$ cat src/rtl/div_bcd_conv.sv
// Binary-to-BCD converter for the divider's quotient and remainder.
// Both operands are converted in parallel by shift-and-add-3 lanes stepped by a small FSM.

module div_bcd_lane #(
    parameter int N = 6
) (
    input  logic [7:0]   bcd,
    input  logic [N-1:0] bin,
    output logic [7:0]   bcd_nx,
    output logic [N-1:0] bin_nx
);
    logic [3:0] tens_a, ones_a;

    always_comb begin
        tens_a = (bcd[7:4] >= 4'd5) ? 4'(bcd[7:4] + 4'd3) : bcd[7:4];
        ones_a = (bcd[3:0] >= 4'd5) ? 4'(bcd[3:0] + 4'd3) : bcd[3:0];
        // Tens never exceeds 6 for a 6-bit operand, so the adjusted tens MSB is dropped.
        bcd_nx = 8'({tens_a, ones_a, bin[N-1]});
        bin_nx = {bin[N-2:0], 1'b0};
    end
endmodule

module div_bcd_conv #(
    parameter int N = 6
) (
    input  logic         CLK,
    input  logic         CLR_N,
    input  logic [N-1:0] Q,
    input  logic [N-1:0] R,
    input  logic         START,
    output logic         BUSY,
    output logic         DONE,
    output logic         VALID,
    output logic [3:0]   Q_TENS,
    output logic [3:0]   Q_ONES,
    output logic [3:0]   R_TENS,
    output logic [3:0]   R_ONES
);
    localparam int LANES = 2;

    typedef enum logic [1:0] {
        st_IDLE  = 2'd0,
        st_SHIFT = 2'd1,
        st_DONE  = 2'd2
    } state_t;

    state_t                       state;
    logic [2:0]                   cnt;
    logic [LANES-1:0][N-1:0]      bin_r, bin_nx;
    logic [LANES-1:0][7:0]        bcd_r, bcd_nx;

    // Lane 0 converts the quotient, lane 1 the remainder.
    for (genvar g = 0; g < LANES; g++) begin : g_lane
        div_bcd_lane #(.N(N)) u_lane (
            .bcd    (bcd_r[g]),
            .bin    (bin_r[g]),
            .bcd_nx (bcd_nx[g]),
            .bin_nx (bin_nx[g])
        );
    end

    always_ff @(posedge CLK or negedge CLR_N) begin
        if (!CLR_N) begin
            state  <= st_IDLE;
            cnt    <= '0;
            bin_r  <= '0;
            bcd_r  <= '0;
            BUSY   <= 1'b0;
            DONE   <= 1'b0;
            VALID  <= 1'b0;
            Q_TENS <= 4'h0;
            Q_ONES <= 4'h0;
            R_TENS <= 4'h0;
            R_ONES <= 4'h0;
        end else begin
            case (state)
                st_IDLE: begin
                    DONE <= 1'b0;
                    if (START) begin
                        bin_r <= {R, Q};
                        bcd_r <= '0;
                        cnt   <= '0;
                        VALID <= 1'b0;
                        BUSY  <= 1'b1;
                        state <= st_SHIFT;
                    end
                end
                st_SHIFT: begin
                    bin_r <= bin_nx;
                    bcd_r <= bcd_nx;
                    cnt   <= cnt + 3'd1;
                    // Digits load from the final shift's result so they appear with DONE.
                    if (cnt == 3'(N-1)) begin
                        BUSY   <= 1'b0;
                        DONE   <= 1'b1;
                        VALID  <= 1'b1;
                        Q_TENS <= bcd_nx[0][7:4];
                        Q_ONES <= bcd_nx[0][3:0];
                        R_TENS <= bcd_nx[1][7:4];
                        R_ONES <= bcd_nx[1][3:0];
                        state  <= st_DONE;
                    end
                end
                st_DONE: begin
                    DONE  <= 1'b0;
                    state <= st_IDLE;
                end
                default: begin
                    BUSY  <= 1'b0;
                    DONE  <= 1'b0;
                    state <= st_IDLE;
                end
            endcase
        end
    end
endmodule
$ cat config.mk
export PLATFORM = sky130hd
export DESIGN_NAME = div_bcd_conv
export DESIGN_NICKNAME = d
export VERILOG_FILES = /design/src/rtl/div_bcd_conv.sv
export SDC_FILE = /design/constraint.sdc
export NUM_CORES = 1
export LEC_CHECK = 0
export ABC_AREA = 1
export BUFFER_PORTS_ARGS = -buffer_cell sky130_fd_sc_hd__buf_4
export CORE_UTILIZATION = 45
export DETAILED_ROUTE_END_ITERATION = 10
export GPL_ROUTABILITY_DRIVEN = 1
export GPL_TIMING_DRIVEN = 0
export PLACE_DENSITY = 0.69
export SKIP_CTS_REPAIR_TIMING = 1
export SYNTH_ARGS = -nofsm -noshare
export SYNTH_HDL_FRONTEND = slang
export SYNTH_HIERARCHICAL = 1
export SYNTH_SLANG_ARGS = --single-unit
$ cat constraint.sdc
create_clock -name CLK -period 1.4 [get_ports CLK]
set_clock_uncertainty 0.2 [all_clocks]
set_input_delay 0.21 -clock CLK [delete_from_list [all_inputs] [get_ports CLK]]
set_output_delay 0.21 -clock CLK [all_outputs]
set_load 0.05 [all_outputs]
* After elaboration in Yosys (flattened, before gate mapping)
Cells that the tools add are included.
Operators by class: add/sub/neg operators 5, magnitude comparators 4, eq/ne operators 5, muxes and demuxes 20, bitwise operators 1, reduce and logical (&&, ||, !) cells 7
Operators by type and width (count):
- one-hot mux 16 bit (2 select lines) | 1
- one-hot mux 12 bit (2 select lines) | 1
- greater-or-equal comparator 4 x 3 -> 1 bit, second input constant | 4
- two-way mux 16 bit | 1
- two-way mux 12 bit | 1
- two-way mux 3 bit | 3
- adder 4 x 2 -> 4 bit, second input constant | 2
- two-way mux 4 bit | 2
- adder 3 x 2 -> 3 bit, second input constant | 2
- one-hot mux 3 bit (2 select lines) | 1
- AND reduction 2 bit | 3
- AND reduction 3 bit | 2
- two-way mux 1 bit | 5
- two-way mux 2 bit | 2
- inequality test 2 bit, second input constant | 2
- one-hot mux 2 bit (2 select lines) | 1
- adder 3 x 1 -> 3 bit, second input constant | 1
- equality test 3 bit, second input constant | 1
- one-hot mux 1 bit (3 select lines) | 1
- equality test 2 x 1 -> 1 bit, second input constant | 1
- equality test 2 bit, second input constant | 1
- zero test 2 bit | 1
- one-hot mux 1 bit (2 select lines) | 1
- nonzero test 2 bit | 1
- NOT 1 bit | 1
Word-level totals: register bits 52, logic and storage cells 55

* Longest topological paths before layout
Gate-level depths: netlist (run 1).
depth after elaboration 3, depth in mapped cells 9, mapped depth without buffers 9

* Cells and area by module
Netlist (run 1), hierarchy kept.
By module, submodules not included:
- div_bcd_conv | times used 1, cells an instance 252, area each 2239.6 um^2, seq. area each 1301.2 um^2
- div_bcd_lane | times used 2, cells an instance 49, area each 292.8 um^2, seq. area each 0.0 um^2

* Worst setup path before layout (run 1)
Ideal clock, no wire load.
path kind register to register, start reg bcd_r[0] (netlist bit), end reg Q_ONES[2], library setup time 0.083 ns, arrival 1.172 ns, path slack -0.054 ns, stages on the path, launching flop included 9, period minus slack after synthesis 1.454 ns, cells stage by stage dfrtp_1 > inv_1 > ha_1 > nor2_4 > nor2_4 > nand2_1 > o21ai_2 > inv_1 > o21ai_0
RTL lines:
- start, declared | line 50 | logic [LANES-1:0][7:0] bcd_r, bcd_nx;
- start signal, assigned | line 90 | bcd_r <= bcd_nx;
- end signal, assigned | line 98 | Q_ONES <= bcd_nx[0][3:0];
- end, declared | line 35 | output logic [3:0] Q_ONES,

==> results of run 1 <==
cell families after synthesis:
family,share of synthesized area [%]
flops,46.1
simple gates,25.2
compound gates,9.39
fa+ha+maj,4.43
buf+inv,14.0
other cells,0.266
xor+xnor,0.620
registers in the layout, indices dropped and copies added (netlist names):
name and flops:
bcd_r 16, R_ONES 4, VALID 1, BUSY 1, Q_ONES 4, Q_TENS 4, state 2, bin_r 12
R_TENS 4, cnt 3, DONE 1
cell usage after synthesis (all sizes together):
| library cell | count | area, um^2 |
|---|---|---|
| nand2 | 108 | 415 |
| inv | 55 | 206 |
| dfrtp | 52 | 1300 |
| o21ai | 43 | 226 |
| buf | 26 | 184 |
| nand3 | 18 | 100 |
| nor2 | 12 | 75.1 |
| nand3b | 11 | 82.6 |
| ha | 10 | 125 |
| a21oi | 5 | 32.5 |
| nand4 | 4 | 40.0 |
| conb | 2 | 7.51 |
| xor2 | 2 | 17.5 |
| clkbuf | 1 | 5.00 |
| o22ai | 1 | 6.26 |
worst register-to-register path: cells and delay by family, from the launching register on:
kind                       cells  cell delay (ps)
and+or+nand+nor                3              230
AOI/OAI and AO/OA              2              240
DFF                            1              430
adders and majority gates      1              160
buffers and inverters          2              170
per-layer routing:
layer | up-vias | track usage, % | share of wire (%) | wire, um
met5 | - | 0 | 0 | 0
met4 | 0 | 5.89 | 1.1 | 69
met3 | 7 | 3.03 | 2.9 | 180
met2 | 35 | 32.7 | 50 | 3140
met1 | 1120 | 23.4 | 46 | 2910
li1 | 1185 | - | - | -
stage by stage:
stage | util [%] | power, mW
5_1_grt | 62.7 | 10.2
2_1_floorplan | - | 6.14
3_3_place_gp | 53.1 | 7.14
4_1_cts | 54.7 | 8.18
3_5_place_dp | 53.1 | 7.26
6_report | 62.7 | 9.48
report_power, final:
part | switching [mW] | leakage, nW | internal (mW)
clock | 0.498 | 0.0510 | 0.396
combinational | 3.43 | 1.20 | 2.41
sequential | 0.553 | 0.648 | 2.20
area by class of cell:
type | count | area share [%]
inverters | 55 | 5.83
plain buffers | 27 | 6.56
clock buffers | 6 | 2.20
well taps | 75 | 2.50
multi-input cells | 216 | 36.7
clock inverters | 2 | 0.266
flip-flops and latches | 52 | 34.7
repair buffers | 51 | 11.3
worst min path at each step:
stage          startpoint         to  cells past startpoint
3_3_place_gp        CLR_N   bin_r[6]                      1
2_1_floorplan       CLR_N       BUSY                      0
3_5_place_dp        CLR_N   bin_r[7]                      1
6_report             R[0]   bin_r[6]                      5
5_1_grt              R[5]  bin_r[11]                      3
4_1_cts             CLR_N   bin_r[7]                      1
==> impl_results.rst, run 1 <==
.. list-table::
   :header-rows: 1

   * - Metric
     - Value
   * - Count of mapped cells out of synthesis
     - 350
   * - Number of nets at the end of the flow
     - 433
   * - Worst Max-Slew Pin Slew
     - 656 ps
   * - Initial core utilization
     - 47.2%
   * - Area taken by flip-flops and latches
     - 1300 um^2
   * - Post-place setup slack
     - -169 ps
   * - Critical Path Sink
     - bcd_r[1]
   * - Clock insertion delay at the later pin of the skew report
     - 310 ps
   * - Critical Path Slowest Stage Cell
     - dfrtp_1
   * - Horizontal die dimension
     - 81.2 um
   * - DP Area
     - 3180 um^2
   * - Leakage power
     - 1.90 nW
   * - Hold Path Class
     - primary input to flip-flop
   * - Antenna violation net count after detailed routing
     - 0
   * - Shortest period the worst path allows
     - 1530 ps
   * - Antenna cells
     - 0
   * - Crit path setup slack, layout
     - -129 ps
   * - Vias per std cell
     - 4.85
   * - Detailed Routing Iterations Pass 1
     - 4
   * - Slew margin rel.
     - 56.3%
   * - Count of unique library cells instantiated by Yosys
     - 25
   * - Vias
     - 2347
   * - Final Cell Area
     - 3760 um^2
   * - Final Max Tran Viols
     - 0
   * - Clock slew seen by the registers of the worst setup and hold paths
     - 100 ps
   * - Most common library cell in the layout ignoring fill and taps
     - nand2_1
   * - Sequential fraction of the synthesis area
     - 46.1%
   * - Wire length of the first global-routing pass
     - 9340 um
   * - Number of antenna violations at the first check in global routing
     - 0
   * - CTS tree
     - done
   * - Power density of the placed cells
     - 2520 nW/um^2
   * - Setup repair after global routing missed its margin
     - yes
   * - Final Routed Wirelength
     - 6300 um
   * - Share of final-layout standard cells stronger than drive strength 1
     - 42.1%
   * - Ports placed on the boundary
     - 34
   * - Crit path depth
     - 8
   * - Maximum ir drop on the vdd rail
     - 1.46 mV
   * - DRC marker count from the first detailed-route iteration
     - 147
   * - Critical path's top delay family
     - flip-flops
   * - Count of maximum capacitance violations
     - 0
   * - Sum Neg Setup Slack
     - -2340 ps
   * - Launching instance or port of the critical path
     - bcd_r[1]
   * - Worst reg2reg setup slack
     - -130 ps
   * - Cell-by-cell listing of the critical path
     - inv_2 -> ha_4 -> nand2_2 -> nand2_2 -> o21ai_0 -> nand2_1 -> inv_2 -> o21ai_2
   * - Number of levels in the clock H-tree
     - 2
   * - Clock root buffer
     - clkbuf_8
   * - Via count of the first global-routing pass
     - 2086
   * - Wire length per cell after detailed routing
     - 13.0 um
   * - Data arrival at the endpoint of the critical path
     - 1530 ps
   * - Area used by multi-input combinational logic
     - 1380 um^2
   * - Total routing resource utilization after global routing
     - 18.7%
   * - RePlAce Congestion
     - 0.805
   * - Final period util
     - 109%
   * - Total nets after synthesis
     - 375
   * - Number of fill cells
     - 498
   * - Row count
     - 28
   * - Slowest stage delay, CP
     - 430 ps
   * - DRC violations left
     - 0
   * - Area overhead of the layout relative to synthesis
     - 33.0%
   * - Worst R2R End
     - bcd_r[1]
   * - Total instance count after detailed placement
     - 458
   * - Cell depth of the worst flop-to-flop path
     - 8
   * - Critical path buffer and inverter count
     - 2
   * - Hold violation total from the final report
     - 0
   * - Num CTS Buffers
     - 5
   * - Clk sink count
     - 52
   * - Syn Area/Cell
     - 8.07 um^2
   * - Run status
     - finished with violations
   * - Failing checks
     - negative setup slack
   * - DPL Wire Length
     - 3820 um
   * - Critical register-to-register path startpoint
     - bcd_r[1]
   * - PortBufs
     - 33
   * - Commonest cells after routing, fill and taps aside
     - nand2_1, buf_4, dfrtp_1
   * - Top achievable clock speed
     - 654 MHz
   * - Final-report setup violation count
     - 29
   * - Die footprint
     - 6600 um^2
   * - Post-synthesis register bit count
     - 52
   * - Synth Cell Area
     - 2830 um^2
   * - Final standard cell count with taps included and fillers excluded
     - 484
   * - Kind of end point of the critical path
     - flip-flop
   * - Classification of the worst setup path
     - flip-flop to flip-flop
   * - Crit start category
     - flip-flop
   * - Hold slack
     - 8.38 ps
   * - Pin count of the biggest net entering global routing
     - 53
   * - Worst-path fanout max
     - 4
   * - Worst Path Required
     - 1400 ps
   * - Chip height
     - 81.2 um
   * - Total core area
     - 5990 um^2
   * - Count of yosys warnings during synthesis
     - 6
   * - Final global-route overflow total
     - 0
   * - Buffers from clock root to sink, at most
     - 2
Note: power is estimated with default switching activity, not from simulation.
==> run 2, diff against run 1 <==
--- a/config.mk
+++ b/config.mk
@@ -5,13 +5,14 @@
 export SDC_FILE = /design/constraint.sdc
 export NUM_CORES = 1
 export LEC_CHECK = 0
-export ABC_AREA = 1
 export BUFFER_PORTS_ARGS = -buffer_cell sky130_fd_sc_hd__buf_4
-export CORE_UTILIZATION = 45
+export CELL_PAD_IN_SITES_DETAIL_PLACEMENT = 0
+export CELL_PAD_IN_SITES_GLOBAL_PLACEMENT = 2
+export CORE_UTILIZATION = 34
 export DETAILED_ROUTE_END_ITERATION = 10
 export GPL_ROUTABILITY_DRIVEN = 1
 export GPL_TIMING_DRIVEN = 0
-export PLACE_DENSITY = 0.69
+export PLACE_DENSITY = 0.77
 export SKIP_CTS_REPAIR_TIMING = 1
 export SYNTH_ARGS = -nofsm -noshare
 export SYNTH_HDL_FRONTEND = slang
==> run 2 against run 1 <==
  * The flow finishes with violations (negative hold slack, negative setup slack)
  * Clock-buffer cell count did not move
  * Clock power fell by 1%
  * Final area barely moved
  * Final cell count fell by 18%
  * Hold slack got worse by 22 ps
  * Via count fell by 17%
  * Register-to-register slack got worse by 170 ps
  * Synthesized cell count fell by 34%
  * Combinational power rose by 2%
  * Critical path depth fell by 2
  * Synthesized area fell by 8.5%
  * Critical path type unchanged
  * Critical endpoint is now Q_ONES[2]
==> impl_results.rst, run 2 <==
.. list-table::
   :header-rows: 1

   * - Metric
     - Value
   * - Biggest regs
     - bcd_r (16), bin_r (12)
   * - Count of maximum capacitance violations
     - 0
   * - Vias
     - 1940
   * - Horizontal die dimension
     - 89.2 um
   * - RePlAce Congestion
     - 0.728
   * - Kind of end point of the critical path
     - flip-flop
   * - Buffers from clock root to sink, at most
     - 2
   * - Post-place setup slack
     - -354 ps
   * - Crit start category
     - flip-flop
   * - Antenna violation net count after detailed routing
     - 0
   * - DRC violations left
     - 0
   * - Final Cell Area
     - 3760 um^2
   * - CTS tree
     - done
   * - Top achievable clock speed
     - 590 MHz
   * - Synth Cell Area
     - 2590 um^2
   * - Final Max Tran Viols
     - 0
   * - Slowest stage delay, CP
     - 420 ps
   * - DP Area
     - 3050 um^2
   * - Clk sink count
     - 52
   * - Clock slew seen by the registers of the worst setup and hold paths
     - 90 ps
   * - Flip-flop count of the largest register after layout
     - 16
   * - Number of antenna violations at the first check in global routing
     - 0
   * - Launching instance or port of the critical path
     - state[1]
   * - Die footprint
     - 7960 um^2
   * - Power, Total
     - 9.78 mW
   * - Crit path setup slack, layout
     - -294 ps
   * - Cell depth of the worst flop-to-flop path
     - 6
   * - Leakage power
     - 1.68 nW
   * - Shortest period the worst path allows
     - 1690 ps
   * - DRC marker count from the first detailed-route iteration
     - 86
   * - Total nets after synthesis
     - 257
   * - Row count
     - 31
   * - Post-synthesis register bit count
     - 52
   * - Ports placed on the boundary
     - 34
   * - Count of mapped cells out of synthesis
     - 232
   * - Critical Path Sink
     - Q_ONES[2]
   * - Largest reg by FF count
     - bcd_r
   * - Number of nets at the end of the flow
     - 324
   * - Commonest cells after routing, fill and taps aside
     - buf_4, dfrtp_1, nand2_1
   * - Hold slack
     - -13.7 ps
   * - Vias per std cell
     - 4.86
   * - Num CTS Buffers
     - 5
   * - Critical path buffer and inverter count
     - 3
   * - Total instance count after detailed placement
     - 364
   * - Pin count of the biggest net entering global routing
     - 53
   * - Slew margin rel.
     - 54.7%
   * - Total routing resource utilization after global routing
     - 14.5%
   * - Power density of the placed cells
     - 2600 nW/um^2
   * - Sequential fraction of the synthesis area
     - 50.3%
   * - Core Util, Final
     - 51.5%
   * - Area share of the largest cell type after synthesis
     - 50.3%
   * - Critical Path Slowest Stage Cell
     - dfrtp_1
   * - Setup repair after global routing missed its margin
     - yes
   * - Worst Path Required
     - 1390 ps
   * - Area overhead of the layout relative to synthesis
     - 45.2%
   * - Classification of the worst setup path
     - flip-flop to flip-flop
   * - Wire length per cell after detailed routing
     - 15.1 um
   * - Critical path's top delay family
     - buffers and inverters
   * - Worst R2R End
     - Q_ONES[2]
   * - Crit path depth
     - 6
   * - Count of yosys warnings during synthesis
     - 6
   * - Most common library cell in the layout ignoring fill and taps
     - buf_4
   * - Top cells by area in the synthesized netlist
     - dfrtp_1, a22o_1, ha_1
   * - Count of flip-flops with a built-in enable after synthesis
     - 0
   * - Worst-path fanout max
     - 4
   * - Number of levels in the clock H-tree
     - 2
   * - Failing checks
     - negative hold slack, negative setup slack
   * - Via count of the first global-routing pass
     - 1763
   * - PortBufs
     - 33
   * - Maximum ir drop on the vdd rail
     - 1.29 mV
   * - Wire length of the first global-routing pass
     - 8680 um
   * - Clock insertion delay at the later pin of the skew report
     - 300 ps
   * - Final standard cell count with taps included and fillers excluded
     - 399
   * - Antenna cells
     - 0
   * - Share of final-layout standard cells stronger than drive strength 1
     - 54.0%
   * - Count of unique library cells instantiated by Yosys
     - 32
   * - Clock root buffer
     - clkbuf_8
   * - Final Routed Wirelength
     - 6020 um
   * - Count leader, synth
     - dfrtp_1
   * - DPL Wire Length
     - 3530 um
   * - Sum Neg Setup Slack
     - -6820 ps
   * - Syn Area/Cell
     - 11.1 um^2
   * - Dominant register cell in the synthesized netlist
     - dfrtp_1
   * - Detailed Routing Iterations Pass 1
     - 4
   * - Total core area
     - 7290 um^2
   * - Most frequent cells after synthesis
     - dfrtp_1, nand2_1, nor2_1
   * - Final global-route overflow total
     - 0
   * - Chip height
     - 89.2 um
   * - Run status
     - finished with violations
   * - Critical register-to-register path startpoint
     - state[1]
   * - Initial core utilization
     - 35.5%
   * - Data arrival at the endpoint of the critical path
     - 1690 ps
   * - Hold violation total from the final report
     - 2
   * - Cell-by-cell listing of the critical path
     - buf_6 -> nor2b_1 -> buf_4 -> nand3_4 -> clkbuf_16 -> mux2_4
   * - Cell type with the highest aggregate area in the netlist
     - dfrtp_1
   * - Final period util
     - 121%
   * - Final-report setup violation count
     - 41
   * - Worst Max-Slew Pin Slew
     - 679 ps
   * - Post-synthesis async set-or-reset flop share
     - 100%
   * - Worst reg2reg setup slack
     - -290 ps
   * - Hold Path Class
     - primary input to flip-flop
==> run 2: routing by layer <==
layer,global-route usage [%],up-vias,wire (um)
met3,2.95,9,121
met4,3.46,0,82
met2,23.9,24,2990
li1,-,940,-
met5,0,-,0
met1,19.6,967,2830
==> run 2: layout make-up <==
| cell class | instances | area [um^2] |
|---|---|---|
| buffer | 25 | 224 |
| clock buffer | 6 | 82.6 |
| clock inverter | 2 | 10.0 |
| fill | 680 | 3540 |
| inverter | 12 | 45.0 |
| multi-input combinational | 143 | 1430 |
| sequential | 52 | 1310 |
| tap | 99 | 124 |
| timing repair buffer | 60 | 533 |
==> run 2: worst reg2reg max path: cells and delay by family (launching register included) <==
kind | cells | cell delay, ps
simple gates | 2 | 210
flops | 1 | 420
buf+inv | 3 | 470
mux | 1 | 290
==> run 2: how the worst min path moves through the flow <==
stage	start	end	cells past startpoint
global placement	CLR_N	R_TENS[1]	1
finish	Q[2]	bin_r[2]	3
CTS	CLR_N	R_TENS[0]	1
global route	Q[5]	bin_r[5]	3
floorplan	CLR_N	BUSY	0
detailed placement	CLR_N	R_TENS[1]	1
==> run 2: power breakdown <==
group          switching (mW)  internal (mW)
clock network           0.487          0.396
registers               0.711           2.23
logic                    2.96           3.00
total                    4.16           5.62
==> run 2: kinds of logic after synthesis <==
| logic type | after synthesis | synth area share, % |
|---|---|---|
| AO/OA/AOI/OAI | 56 | 16.4 |
| flip-flops | 52 | 50.3 |
| AND/OR/NAND/NOR | 51 | 9.10 |
| buffers and inverters | 37 | 7.98 |
| multiplexers | 20 | 9.68 |
| adder cells (fa/ha/maj) | 10 | 4.84 |
| XOR/XNOR | 4 | 1.35 |
| other | 2 | 0.290 |
